## config.mk

```make
export PLATFORM = sky130hd
export DESIGN_NAME = phase_timer
export DESIGN_NICKNAME = d
export VERILOG_FILES = /design/src/rtl/phase_timer.sv
export SDC_FILE = /design/constraint.sdc
export NUM_CORES = 1
export LEC_CHECK = 0
export CORE_AREA = 2 2 57 73
export CTS_BUF_LIST = sky130_fd_sc_hd__clkbuf_2 sky130_fd_sc_hd__clkbuf_4 sky130_fd_sc_hd__clkbuf_8
export DETAILED_ROUTE_END_ITERATION = 12
export DIE_AREA = 0 0 59 75
export PLACE_DENSITY = 0.68
export SLEW_MARGIN = 20
export SYNTH_ARGS = -nofsm -noshare
export SYNTH_HDL_FRONTEND = slang
export SYNTH_SLANG_ARGS = --single-unit
```

## constraint.sdc

```tcl
create_clock -name clock -period 2.95 [get_ports clock]
set_input_delay 0.4425 -clock clock [delete_from_list [all_inputs] [get_ports clock]]
set_output_delay 0.4425 -clock clock [all_outputs]
set_load 0.05 [all_outputs]
```

## src/rtl/phase_timer.sv

```systemverilog
// Phase timer: watches the controller's one-hot state vector, times each timed
// phase in prescaled ticks and returns a level done flag for the phase that expired.
module phase_timer #(
   parameter int TICK_DIV = 4,
   parameter int CNT_W    = 8,
   parameter int DELAY_T  = 2,
   parameter int FILL_T   = 5,
   parameter int WASH_T   = 10,
   parameter int RINSE_T  = 6,
   parameter int SPIN_T   = 8,
   parameter int DRAIN_T  = 4
) (
   input  logic             clock,
   input  logic             reset,
   input  logic [8:0]       state,
   output logic             sig_Delay,
   output logic             sig_Full,
   output logic             sig_Wash_Completed,
   output logic             sig_Rinse_Completed,
   output logic             sig_Spin_Completed,
   output logic             sig_Drain_Completed,
   output logic [CNT_W-1:0] remaining_ticks,
   output logic             state_error
);

   localparam int PRE_W = (TICK_DIV > 1) ? $clog2(TICK_DIV) : 1;
   localparam logic [PRE_W-1:0] PRE_LAST = PRE_W'(TICK_DIV - 1);
   localparam logic [8:0] ST_IDLE = 9'b0_0000_0001;

   typedef enum logic [2:0] {
      PH_NONE, PH_READY, PH_FILL, PH_WASH, PH_RINSE, PH_SPIN, PH_DRAIN
   } phase_e;

   logic [8:0]       state_q;
   logic [PRE_W-1:0] pre_q, pre_d;
   logic [CNT_W-1:0] cnt_q, cnt_d;
   logic [5:0]       done_q, done_d;
   logic             err_q, err_d;

   phase_e           phase;
   logic [CNT_W-1:0] load_val;
   logic [5:0]       done_sel;
   logic             one_hot;

   // Only an exact one-hot timed encoding selects a phase; anything else is untimed.
   always_comb begin
      phase    = PH_NONE;
      load_val = '0;
      done_sel = '0;
      one_hot  = (state != 9'd0) && ((state & (state - 9'd1)) == 9'd0);
      case (state)
         9'b0_0000_0010: begin phase = PH_READY; load_val = CNT_W'(DELAY_T); done_sel = 6'b000001; end
         9'b0_0000_0100: begin phase = PH_FILL;  load_val = CNT_W'(FILL_T);  done_sel = 6'b000010; end
         9'b0_0000_1000: begin phase = PH_WASH;  load_val = CNT_W'(WASH_T);  done_sel = 6'b000100; end
         9'b0_0001_0000: begin phase = PH_RINSE; load_val = CNT_W'(RINSE_T); done_sel = 6'b001000; end
         9'b0_0010_0000: begin phase = PH_SPIN;  load_val = CNT_W'(SPIN_T);  done_sel = 6'b010000; end
         9'b0_0100_0000: begin phase = PH_DRAIN; load_val = CNT_W'(DRAIN_T); done_sel = 6'b100000; end
         default: ;
      endcase
   end

   // Priority: untimed/illegal clears, then entry reloads, then tick counting.
   // A state change therefore always beats an expiry in the same cycle.
   always_comb begin
      pre_d  = pre_q;
      cnt_d  = cnt_q;
      done_d = done_q;
      err_d  = ~one_hot;
      if (phase == PH_NONE) begin
         pre_d  = '0;
         cnt_d  = '0;
         done_d = '0;
      end else if (state != state_q) begin
         pre_d  = '0;
         cnt_d  = load_val;
         done_d = '0;
      end else if (cnt_q != '0) begin
         if (pre_q == PRE_LAST) begin
            pre_d = '0;
            cnt_d = cnt_q - CNT_W'(1);
            if (cnt_q == CNT_W'(1)) begin
               done_d = done_sel;
            end
         end else begin
            pre_d = pre_q + PRE_W'(1);
         end
      end
   end

   always_ff @(posedge clock or negedge reset) begin
      if (!reset) begin
         state_q <= ST_IDLE;
         pre_q   <= '0;
         cnt_q   <= '0;
         done_q  <= '0;
         err_q   <= 1'b0;
      end else begin
         state_q <= state;
         pre_q   <= pre_d;
         cnt_q   <= cnt_d;
         done_q  <= done_d;
         err_q   <= err_d;
      end
   end

   assign sig_Delay           = done_q[0];
   assign sig_Full            = done_q[1];
   assign sig_Wash_Completed  = done_q[2];
   assign sig_Rinse_Completed = done_q[3];
   assign sig_Spin_Completed  = done_q[4];
   assign sig_Drain_Completed = done_q[5];
   assign remaining_ticks     = cnt_q;
   assign state_error         = err_q;

endmodule

```

# After elaboration in Yosys (flattened, before gate mapping)

Index checks and enable logic that the tools add are counted.

Bits in registers: 26
Input port bits: 11
Output and inout port bits: 15
Word-level logic and storage cells: 45

$add $sub $neg: 3
Equal/unequal tests: 9
Multiplexer cells: 16
Bitwise logic cells: 2
Reductions and logical operators: 10

Operators with widths:

| cell                                                                   | count |
|---|---|
| 6-bit one-hot mux with 6 select lines                                  | 1 |
| 8-bit 2-to-1 mux                                                       | 4 |
| 6-bit 2-to-1 mux                                                       | 5 |
| 4-bit one-hot mux with 6 select lines                                  | 1 |
| 3-bit one-hot mux with 6 select lines                                  | 1 |
| 9-bit AND                                                              | 1 |
| 9-bit by 2-bit equality test with 1-bit output (second input constant) | 1 |
| 9-bit by 3-bit equality test with 1-bit output (second input constant) | 1 |
| 9-bit by 4-bit equality test with 1-bit output (second input constant) | 1 |
| 9-bit by 5-bit equality test with 1-bit output (second input constant) | 1 |
| 9-bit by 6-bit equality test with 1-bit output (second input constant) | 1 |
| 9-bit by 7-bit equality test with 1-bit output (second input constant) | 1 |
| 9-bit zero test                                                        | 1 |
| 9-bit inequality test                                                  | 1 |
| 3-bit nonzero test                                                     | 3 |
| 9-bit nonzero test                                                     | 1 |
| 9-bit by 1-bit subtractor with 9-bit output (second input constant)    | 1 |
| 8-bit by 1-bit equality test with 1-bit output (second input constant) | 1 |
| 2-bit 2-to-1 mux                                                       | 4 |
| 8-bit nonzero test                                                     | 1 |
| 8-bit by 1-bit subtractor with 8-bit output (second input constant)    | 1 |
| 3-bit zero test                                                        | 1 |
| 3-bit AND reduction                                                    | 1 |
| 2-bit by 1-bit adder with 2-bit output (second input constant)         | 1 |
| 4 further kinds                                                        | 4 |

# Logic depth before layout (Yosys ltp)

Depth after elaboration: 7
Gate-level depth with buffers: 7
Mapped depth without buffers: 7

# Worst setup path after synthesis

OpenSTA, ideal clock, no wires.

Kind: register to register
Start: register cnt_q[0] (netlist: remaining_ticks[0])
End: register done_q[1]
Setup time: 121 ps
Arrival: 2112 ps
Data required time: 2829 ps
Slack: 717 ps
Cell stages (with the launch flop): 7
Buffers on the path: 0
Period minus slack after synthesis: 2233 ps
Cells stage by stage: dfrtp_1 > inv_1 > ha_1 > or4bb_1 > nor3_4 > mux2i_1 > nor2_2

Word-level cells in the longest chain between the ends: 3
Elaborated cells on any way between the ends: 5
Those cells by class: eq/ne: 1; reduce/logical: 4

RTL lines:

| element                                                                              | line   | RTL |
|---|---|---|
| start: declaration                                                                   | 36     | `logic [CNT_W-1:0] cnt_q, cnt_d;` |
| start signal: assignment                                                             | 100    | `cnt_q <= cnt_d;` |
| 8-bit by 1-bit equality test with 1-bit output or 8-bit nonzero test (tied branches) | 81, 77 |  |
| 3-bit nonzero test (no line)                                                         | -      |  |
| 3-bit AND reduction (no line) (*)                                                    | -      |  |
| end signal: assignment                                                               | 101    | `done_q <= done_d;` |
| end: declaration                                                                     | 37     | `logic [5:0] done_q, done_d;` |

Every way passes the cells marked *; elsewhere a longest branch is shown, timed or not.
A chain may end at the register's enable or synchronous reset.

# Worst setup path after layout

Start: input state[1]
End: register cnt_q[2] (netlist: remaining_ticks[2])

Word-level cells in the longest chain between the ends: 5
Elaborated cells on any way between the ends: 15
Those cells by class: eq/ne: 7; mux: 4; reduce/logical: 4

RTL lines:

| element                                                                | line | RTL |
|---|---|---|
| start: declaration                                                     | 15   | `input logic [8:0] state,` |
| 9-bit by 7-bit equality test with 1-bit output (tied with other cells) | 51   | `case (state)` |
| 3-bit one-hot mux with 6 select lines                                  | 51   |  |
| 3-bit zero test                                                        | 69   | `if (phase == PH_NONE) begin` |
| 3-bit nonzero test (no line)                                           | -    |  |
| 2-bit AND reduction (no line)                                          | -    |  |

Parallel ways exist; a longest one is shown, timed or not.

==> summary.txt <==
Synth
  • Synthesized area: 1443 µm²
  • Fraction of registers with async set/reset: 100.0%
  • Main synth FF type: dfrtp_1
  • Top post-synthesis cells by area: dfrtp_1, mux2i_1, xor2_1, nor2_1, xnor2_1
  • Mapped Nets: 157
  • Largest area contributor in the netlist: dfrtp_1
  • Synth top cells by count: dfrtp_1, nor2_1, xor2_1, mux2i_1, xnor2_1
  • Cell variety after synth: 39
  • Mean Syn Cell Area: 10.09 µm²
  • Most common cell in the netlist: dfrtp_1
  • Synth warn: 0
  • Post-synth EDFFs: 0
  • Top cell type's share of synthesized area: 43.37%
  • Gate Count Post-Synth: 143
  • Seq/Total Area, Yosys: 45.19%
  • Synthesized flop and latch total: 26

Timing
  • Period utilisation layout: 74.09%
  • Fin. max-slew vios: 0
  • Final setup violation count: 0
  • Slew margin rel.: 61.40%
  • Crit path time final: 2186 ps
  • Worst Max-Slew Pin Slew: 570.9 ps
  • Setup TNS: 0 ps
  • Final Skew: 10.48 ps
  • Hold Fails Final Rpt: 0
  • Maximum achievable frequency: 0.4575 GHz
  • RSZ-0062 raised after global routing: false

Worst setup path
  • R2r startpoint: remaining_ticks[0]
  • Reg2reg setup slack: 870 ps
  • Kind of critical path: input pin to register
  • Crit path DAT: 2380 ps
  • R2R Path End: done_q[2]
  • CP Capture Type: register
  • FF-to-FF path depth: 6
  • Crit-path max FO: 11
  • Worst Path Required: 3140 ps
  • Crit path launch type: input pin

Die
  • Initial core utilization: 39.08%
  • Placeable Area: 3691 µm²
  • Chip Height: 75 µm
  • IO Pins: 26
  • Row count: 25
  • Die width: 59 µm
  • Die area: 4425 µm²

Place
  • Post-DP HPWL: 2274 µm
  • Port bufs: 25
  • GP Congestion: 0.8394

Detailed routing
  • WL per Instance: 14.91 µm
  • Vias per Instance: 5.510
  • Via count: 1,135
  • DRT antenna net count: 0
  • Initial DRT Pass Iterations: 4
  • Drt initial violations: 28
  • Routed WL: 3071 µm
  • DR DRC count: 0

CTS
  • Post-CTS Resized: 0
  • Htree depth: 1
  • Setup Buffers After CTS: 0
  • Clock Path Buffers: 2
  • Clock sink count: 26
  • Total CTS buffers: 3
  • Clk_lat worst skew: 280 ps
  • CTS clk-pin slew, worst paths: 100 ps
  • Hold buffers post-CTS: 0
  • Root buf cell: clkbuf_8
  • CTS tree: yes

Run
  • Max cap viols: 0

Global routing
  • Pin count of the biggest net entering global routing: 27
  • Vias in the first global route: 1,151
  • Tot GR Track Use: 15.47%
  • Initial antenna violation count: 0
  • Total congestion overflow: 0
  • First-pass GRT wire length: 5257 µm

Power
  • Power Dens Cells: 408.5 nW/µm²
  • Overall power: 0.0007344 W
  • LEAKAGE: 0.6482 nW
  • Peak supply drop: 209.8 µV

Worst hold path
  • Hold crit path type: input pin to async pin

Layout
  • Fill cells: 367
  • Antenna cell count: 0
  • Layout cell share with drive strength beyond 1: 10.24%
  • Nets@finish: 181
  • Area growth syn-to-layout: 24.63%

Status
  • Status: finished, final reports clean
## layout make-up
type / instances / area, µm² / share of cell area (%)
Inverter: 2 / 7.507 / 0.4175
Clock inverter: 1 / 30.03 / 1.670
Multi-Input combinational cell: 106 / 744.5 / 41.41
Timing Repair Buffer: 28 / 272.8 / 15.17
Clock buffer: 3 / 41.29 / 2.296
Sequential cell: 26 / 651.9 / 36.26
Tap cell: 40 / 50.05 / 2.784
## worst max-delay path by stage
stage	from	slack (ps)	end	cells past startpoint
global placement	state[6]	520	remaining_ticks[2]	6
floorplan	remaining_ticks[0]	720	done_q[1]	6
detailed placement	state[6]	500	remaining_ticks[2]	6
CTS	state[6]	770	remaining_ticks[2]	6
global route	state[1]	570	remaining_ticks[2]	6
finish	state[1]	760	remaining_ticks[2]	6
## cells in the final DEF, fill, tap and decap left out, types with 2 or more instances in the layout
cell type,instances
nor4b_1,6
nor4_1,2
buf_4,3
nand4_1,2
o21ai_1,2
nand2_1,5
a21oi_1,4
nand2b_1,2
a211oi_1,2
nand3_1,2
o21ai_0,6
nor3_1,4
xor2_1,9
xnor2_1,8
nor2_2,3
mux2i_1,8
inv_1,2
ha_1,3
clkbuf_8,3
nor2_1,20
dfrtp_1,25
or3_1,2
clkdlybuf4s50_1,25
## kinds of logic (layout without fill, tap and decap cells)
family	count (synthesis)	count (layout)	synth area share, %
AND/OR/NAND/NOR	58	58	24.72
flip-flops	26	26	45.19
AO/OA/AOI/OAI	19	19	7.720
XOR/XNOR	17	17	10.32
buffers and inverters	11	34	3.209
multiplexers	8	8	5.551
adder cells (fa/ha/maj)	4	4	3.296
## flip-flops by register name, indices dropped and copies added (netlist names)
name,flops
pre_q,2
state_q,9
remaining_ticks,8
done_q,6
state_error,1
## stage by stage
step	utilization, %	worst slack, ps	instance area [µm²]	instances	hold WS, ps
2_1_floorplan	-	716.9	1443	143	146.9
3_3_place_gp	46.78	524.5	1727	202	512.0
3_5_place_dp	46.78	495.0	1727	202	526.1
4_1_cts	48.71	774.6	1798	206	533.1
5_1_grt	48.71	574.7	1798	206	547.9
6_report	48.71	764.4	1798	206	520.7
## worst max-delay path, stage by stage
cell and delay, ps:
clkdlybuf4s50_1 610, nor3_1 410, nand2_1 180, nor4b_1 380, nor4_1 110, a211oi_1 240
## report_power, final
group	switching (W)	leakage, nW	internal [W]	total (W)
clock network	0.000118	0.0357	0.000182	0.000300
registers	0.00000305	0.336	0.000363	0.000366
logic	0.0000384	0.276	0.0000297	0.0000681
## routing by layer
layer	vias up	share of wire, %	global-route usage, %
met1	560	42	18.49
met4	0	1.0	4.798
met5	-	0	0
li1	547	-	-
met3	4	4.3	3.952
met2	24	53	27.16
No activity file was read; power rests on OpenSTA's default activity.
==> variant 1: new RTL, same flow settings <==
The parameter `TICK_DIV` goes from 4 to 8.
--- a/src/rtl/phase_timer.sv
+++ b/src/rtl/phase_timer.sv
@@ -1,7 +1,7 @@
 // Phase timer: watches the controller's one-hot state vector, times each timed
 // phase in prescaled ticks and returns a level done flag for the phase that expired.
 module phase_timer #(
-   parameter int TICK_DIV = 4,
+   parameter int TICK_DIV = 8,
    parameter int CNT_W    = 8,
    parameter int DELAY_T  = 2,
    parameter int FILL_T   = 5,
Check against the original RTL: not equivalent (Yosys sat finds a counterexample within 10 cycles, from zero or initial values and one cycle with reset low).
==> variant 1 against the original RTL <==
Synthesized area rose by 9.0%; sequential share of layout area fell by 0.21 points; core utilization rose by 2.2 points; global-route usage rose by 0.69 points; wire length rose by 5.3%; power fell by 9.6%; non-clock buffer count fell by 1; die area did not move; hold slack improved by 5.9 ps; clock skew fell by 8.0 ps; sequential cell count rose by 1; count of clock-buffer cells in the layout rose by 1; worst setup slack improved by 23 ps; design area rose by 4.5%; largest power group unchanged.
==> variant 1: results (changes against the original RTL) <==
| Metric | Value |
|---|---|
| LEAKAGE | 0.7017 nW (+8.2%) |
| Clock power frac | 31.9% (-8.9 points) |
| Xor-xnor portion of the synthesized cell area | 8.910% (-1.4 points) |
| Commonest cells post-synth | 26 x dfrtp_1, 26 x nor2_1, 15 x a21oi_1 |
| Post-synthesis sequential area ratio | 43.04% (-2.1 points) |
| Largest register FFs | 9 (unchanged) |
| Post-synthesis mux area share | 3.023% (-2.5 points) |
| CP Data Arrival Time | 2350 ps (-30 ps) |
| First-pass GRT wire length | 5478 microns (+4.2%) |
| Fraction of layout instances using a drive strength above 1 | 10.64% (+0.40 points) |
| Worst VDD drop | 255.9 uV (+22%) |
| Worst Clk Skew | 2.482 ps (-8.000 ps) |
| Iter 0 DRT Violations | 66 (+140%) |
| Vias in the first global route | 1216 (+5.6%) |
| Largest net degree at the start of global routing | 28 (+3.7%) |
| Hold Crit Class | flop to flop |
| Num CTS Buffers | 3 (unchanged) |
| Largest delay share family, worst path | buffers and inverters |
| Syn Nets | 181 (+15%) |
| H-Tree Depth | 1 (unchanged) |
| Internal | 0.5123 mW (-11%) |
| Synth Area in Adders | 3.819% (+0.52 points) |
| Worst-margin pin slew | 602.2 ps (+31.26 ps) |
| Compound-Gate Fraction of Synth Area | 9.865% (+2.1 points) |
| Total GRT Usage | 16.16% (+0.69 points) |
| Clock-pin slew on the worst setup and hold paths | 80 ps (-20 ps) |
| Area after DPL | 1829 sq um (+5.9%) |
| RePlAce Congestion | 0.9561 (+14%) |
| Synth top area cells | dfrtp_1 41%, nor2_1 6.2%, xnor2_1 5.0% |
| CP Max Fanout | 14 (+3) |
| Routed WL | 3233 microns (+5.3%) |
| Post-synth cell types | 41 (+5.1%) |
| Vias per cell | 5.566 (+1.0%) |
| Slowest stage delay, CP | 700 ps (+90 ps) |
| Run status | completed |
| Dpl hpwl | 2462 microns (+8.3%) |
| Nets | 204 (+13%) |
## variant 1: layout make-up
class                      instances  area (sq um)
tap                               40         50.05
multi-input combinational        126         822.0
clock buffer                       4         48.80
timing repair buffer              27         265.3
fill                             355          1813
inverter                           4         15.01
sequential                        27         676.9
## variant 1: layer usage
| metal | vias up | routed length (microns) | part of all wire, % | global-route usage [%] |
|---|---|---|---|---|
| met4 | 0 | 72 | 2.2 | 6.566 |
| met3 | 9 | 124 | 3.8 | 2.234 |
| met2 | 43 | 1720 | 53 | 29.51 |
| met1 | 593 | 1315 | 41 | 18.86 |
| met5 | - | 0 | 0 | 0 |
| li1 | 624 | - | - | - |
## variant 1: per-stage QoR
stage / setup slack (ps) / instances
finish: 787.1 / 228
global route: 610.9 / 228
CTS: 772.0 / 228
detailed placement: 498.9 / 224
global placement: 595.9 / 224
floorplan: 687.2 / 166
## variant 1: power by group through the flow
stage / clock network, mW / registers (mW) / logic [mW]
floorplan: 0 / 0.387 / 0.0447
global placement: 0 / 0.387 / 0.0727
detailed placement: 0 / 0.387 / 0.0739
CTS: 0.224 / 0.380 / 0.0740
global route: 0.239 / 0.380 / 0.0827
finish: 0.212 / 0.380 / 0.0731
## variant 1: path summary, 6_finish.rpt
path                            from            endpoint  slack [ps]  cells after the start
max in group asynchronous      reset          state_q[0]        2110                      2
min in group asynchronous      reset  remaining_ticks[7]         550                      2
hold / removal             done_q[1]           done_q[1]         530                      2
setup / recovery            state[3]            pre_q[0]         790                      6
setup reg to reg            pre_q[0]  remaining_ticks[3]         790                      7
hold reg to reg            done_q[1]           done_q[1]         530                      2
## variant 1: worst reg2reg max path, stage by stage (launching register included)
cell,delay [ps]
dfrtp_1,390
ha_1,160
ha_1,290
or4b_4,530
a211oi_2,270
a21oi_1,100
mux2_4,280
nor2_2,80
==> variant 2: new RTL, config.mk and constraints unchanged <==
Made on the original files. The output `state_error` loses its register stage (`err_q` becomes a continuous assignment).
--- a/src/rtl/phase_timer.sv
+++ b/src/rtl/phase_timer.sv
@@ -93,15 +93,15 @@
          pre_q   <= '0;
          cnt_q   <= '0;
          done_q  <= '0;
-         err_q   <= 1'b0;
       end else begin
          state_q <= state;
          pre_q   <= pre_d;
          cnt_q   <= cnt_d;
          done_q  <= done_d;
-         err_q   <= err_d;
       end
    end
+
+   assign err_q = err_d;
 
    assign sig_Delay           = done_q[0];
    assign sig_Full            = done_q[1];
Behaviour: not the same (Yosys sat finds a counterexample within 4 cycles, from zero or initial values and one cycle with reset low).
==> variant 2 against the original RTL <==
Worst setup slack got worse by 650 ps; count of clock-buffer cells in the layout grew 1; final cell count up 1.9%; synthesized cell count decreased by 0.70%; power down 14%; wire length decreased by 0.88%; clock skew decreased by 4.2 ps; design area is essentially flat; sequential cell count down 1; synthesized area fell by 1.7%; critical path type is now input port to primary output; critical endpoint is now state_error; largest cell class unchanged.
==> variant 2: results (changes against the original RTL) <==
| Metric | Value |
|---|---|
| Post-synth cell types | 39 (unchanged) |
| Post-DR wirelength/cell | 14.50 microns (-2.8%) |
| Internal | 0.4883 mW (-15%) |
| Iter 0 DRT Violations | 52 (+86%) |
| RePlAce Congestion | 0.8647 (+3.0%) |
| Worst VDD drop | 138.4 uV (-34%) |
| Commonest cells post-synth | 24 x dfrtp_1, 20 x nor2_1, 9 x xor2_1 |
| Dpl hpwl | 2308 microns (+1.5%) |
| CTS Root Cell | clkbuf_8 |
| Xor-xnor portion of the synthesized cell area | 10.50% (+0.18 points) |
| Number of antenna diodes | 0 (unchanged) |
| First-pass GRT wire length | 5257 microns (unchanged) |
| Max Transition Viols Final | 0 (unchanged) |
| Max Root-Sink Buffers | 2 (unchanged) |
| LEAKAGE | 0.6653 nW (+2.6%) |
| IO buf count | 25 (unchanged) |
| Worst Clk Skew | 6.248 ps (-4.234 ps) |
| Compound-Gate Fraction of Synth Area | 7.855% (+0.14 points) |
| Asr flop ratio synth | 100.0% (unchanged) |
| CP Max Fanout | 5 (-6) |
| Vias | 1137 (+0.18%) |
| CP Data Arrival Time | between 2000 and 2500 ps |
| Clk_lat worst skew | 260 ps (-20 ps) |
| Syn Nets | 156 (-0.64%) |
| Worst-margin pin slew | 554.3 ps (-16.61 ps) |
| Nets | 185 (+2.2%) |
| Largest net degree at the start of global routing | 26 (-3.7%) |
| Synth Area in Adders | 3.354% (+0.058 points) |
| Post-synthesis sequential area ratio | 44.22% (-0.97 points) |
| Warning count from the yosys run | 0 (unchanged) |
| Num CTS Buffers | 3 (unchanged) |
| Run status | completed |
| Fillcell total | 363 (-1.1%) |
| Vias in the first global route | 1180 (+2.5%) |
| DRT Pass-1 Iters | 4 (unchanged) |
| H-Tree Depth | 1 (unchanged) |
| Clock-pin slew on the worst setup and hold paths | 80 ps (-20 ps) |
| Synth top area cells | dfrtp_1 42%, mux2i_1 5.6%, xor2_1 5.6% |
| Largest register FFs | 9 (unchanged) |
| Hold Crit Class | input port to flop |
| Total GRT Usage | 15.45% (-0.025 points) |
| Fraction of layout instances using a drive strength above 1 | 14.71% (+4.5 points) |
| Post-synthesis mux area share | 5.649% (+0.098 points) |
variant 2: layout make-up:
class	instances	area, sq um	share of cell area (%)
sequential	25	626.9	34.84
tap	40	50.05	2.782
timing repair buffer	33	310.3	17.25
multi-input combinational	106	755.7	42.00
clock buffer	4	48.80	2.712
inverter	2	7.507	0.4172
variant 2: metrics by stage:
stage                     hold WS, ps  total power, mW  area (sq um)  std cells  setup WS (ps)
after floorplan                 146.9           0.3984          1418        142          197.1
after global placement          509.7           0.4293          1737        206          264.6
after detailed placement        524.2           0.4329          1737        206          26.74
after CTS                       543.2           0.6409          1785        210          22.67
after global routing            404.5           0.6610          1799        210          28.46
final                           403.8           0.6310          1799        210          117.5
variant 2: power groups by stage:
stage | combinational [mW] | sequential [mW] | clock, mW
CTS | 0.0742 | 0.352 | 0.214
global placement | 0.0706 | 0.359 | 0
floorplan | 0.0394 | 0.359 | 0
detailed placement | 0.0738 | 0.359 | 0
finish | 0.0741 | 0.352 | 0.205
global route | 0.0816 | 0.353 | 0.226
variant 2: path summary, 6_finish.rpt:
check | startpoint | to | slack (ps) | cells after the start
worst min register to register | done_q[0] | done_q[0] | 530 | 2
worst max-delay path | state[1] | state_error | 120 | 7
min in group asynchronous | reset | state_q[8] | 540 | 2
worst max register to register | remaining_ticks[0] | done_q[3] | 910 | 6
worst min-delay path | state[0] | state_q[0] | 400 | 1
max in group asynchronous | reset | state_q[0] | 2130 | 2
variant 2: logic make-up (layout without fill, tap and decap cells):
logic type,after synthesis,count (layout)
buffers and inverters,11,39
adder cells (fa/ha/maj),4,4
multiplexers,8,8
flip-flops,25,25
XOR/XNOR,17,17
AND/OR/NAND/NOR,58,58
AO/OA/AOI/OAI,19,19
variant 2: repair_timing:
item,CTS,global route
buffers inserted,0,0
resized for setup,0,3
endpoints found under the setup margin,0,1
variant 2: worst max-delay path, cell delays in order:
cell and delay [ps]:
clkdlybuf4s50_1 500, or3_1 430, o31ai_1 240, nand3b_1 140, a221oi_2 290, o21ai_0 140
buf_4 210
variant 2: routing by layer:
layer / up-vias / track usage, % / part of all wire [%]
met5: - / 0 / 0
met4: 0 / 4.545 / 1.5
met3: 7 / 2.234 / 3.3
met2: 32 / 27.90 / 54
met1: 545 / 18.97 / 42
li1: 553 / - / -
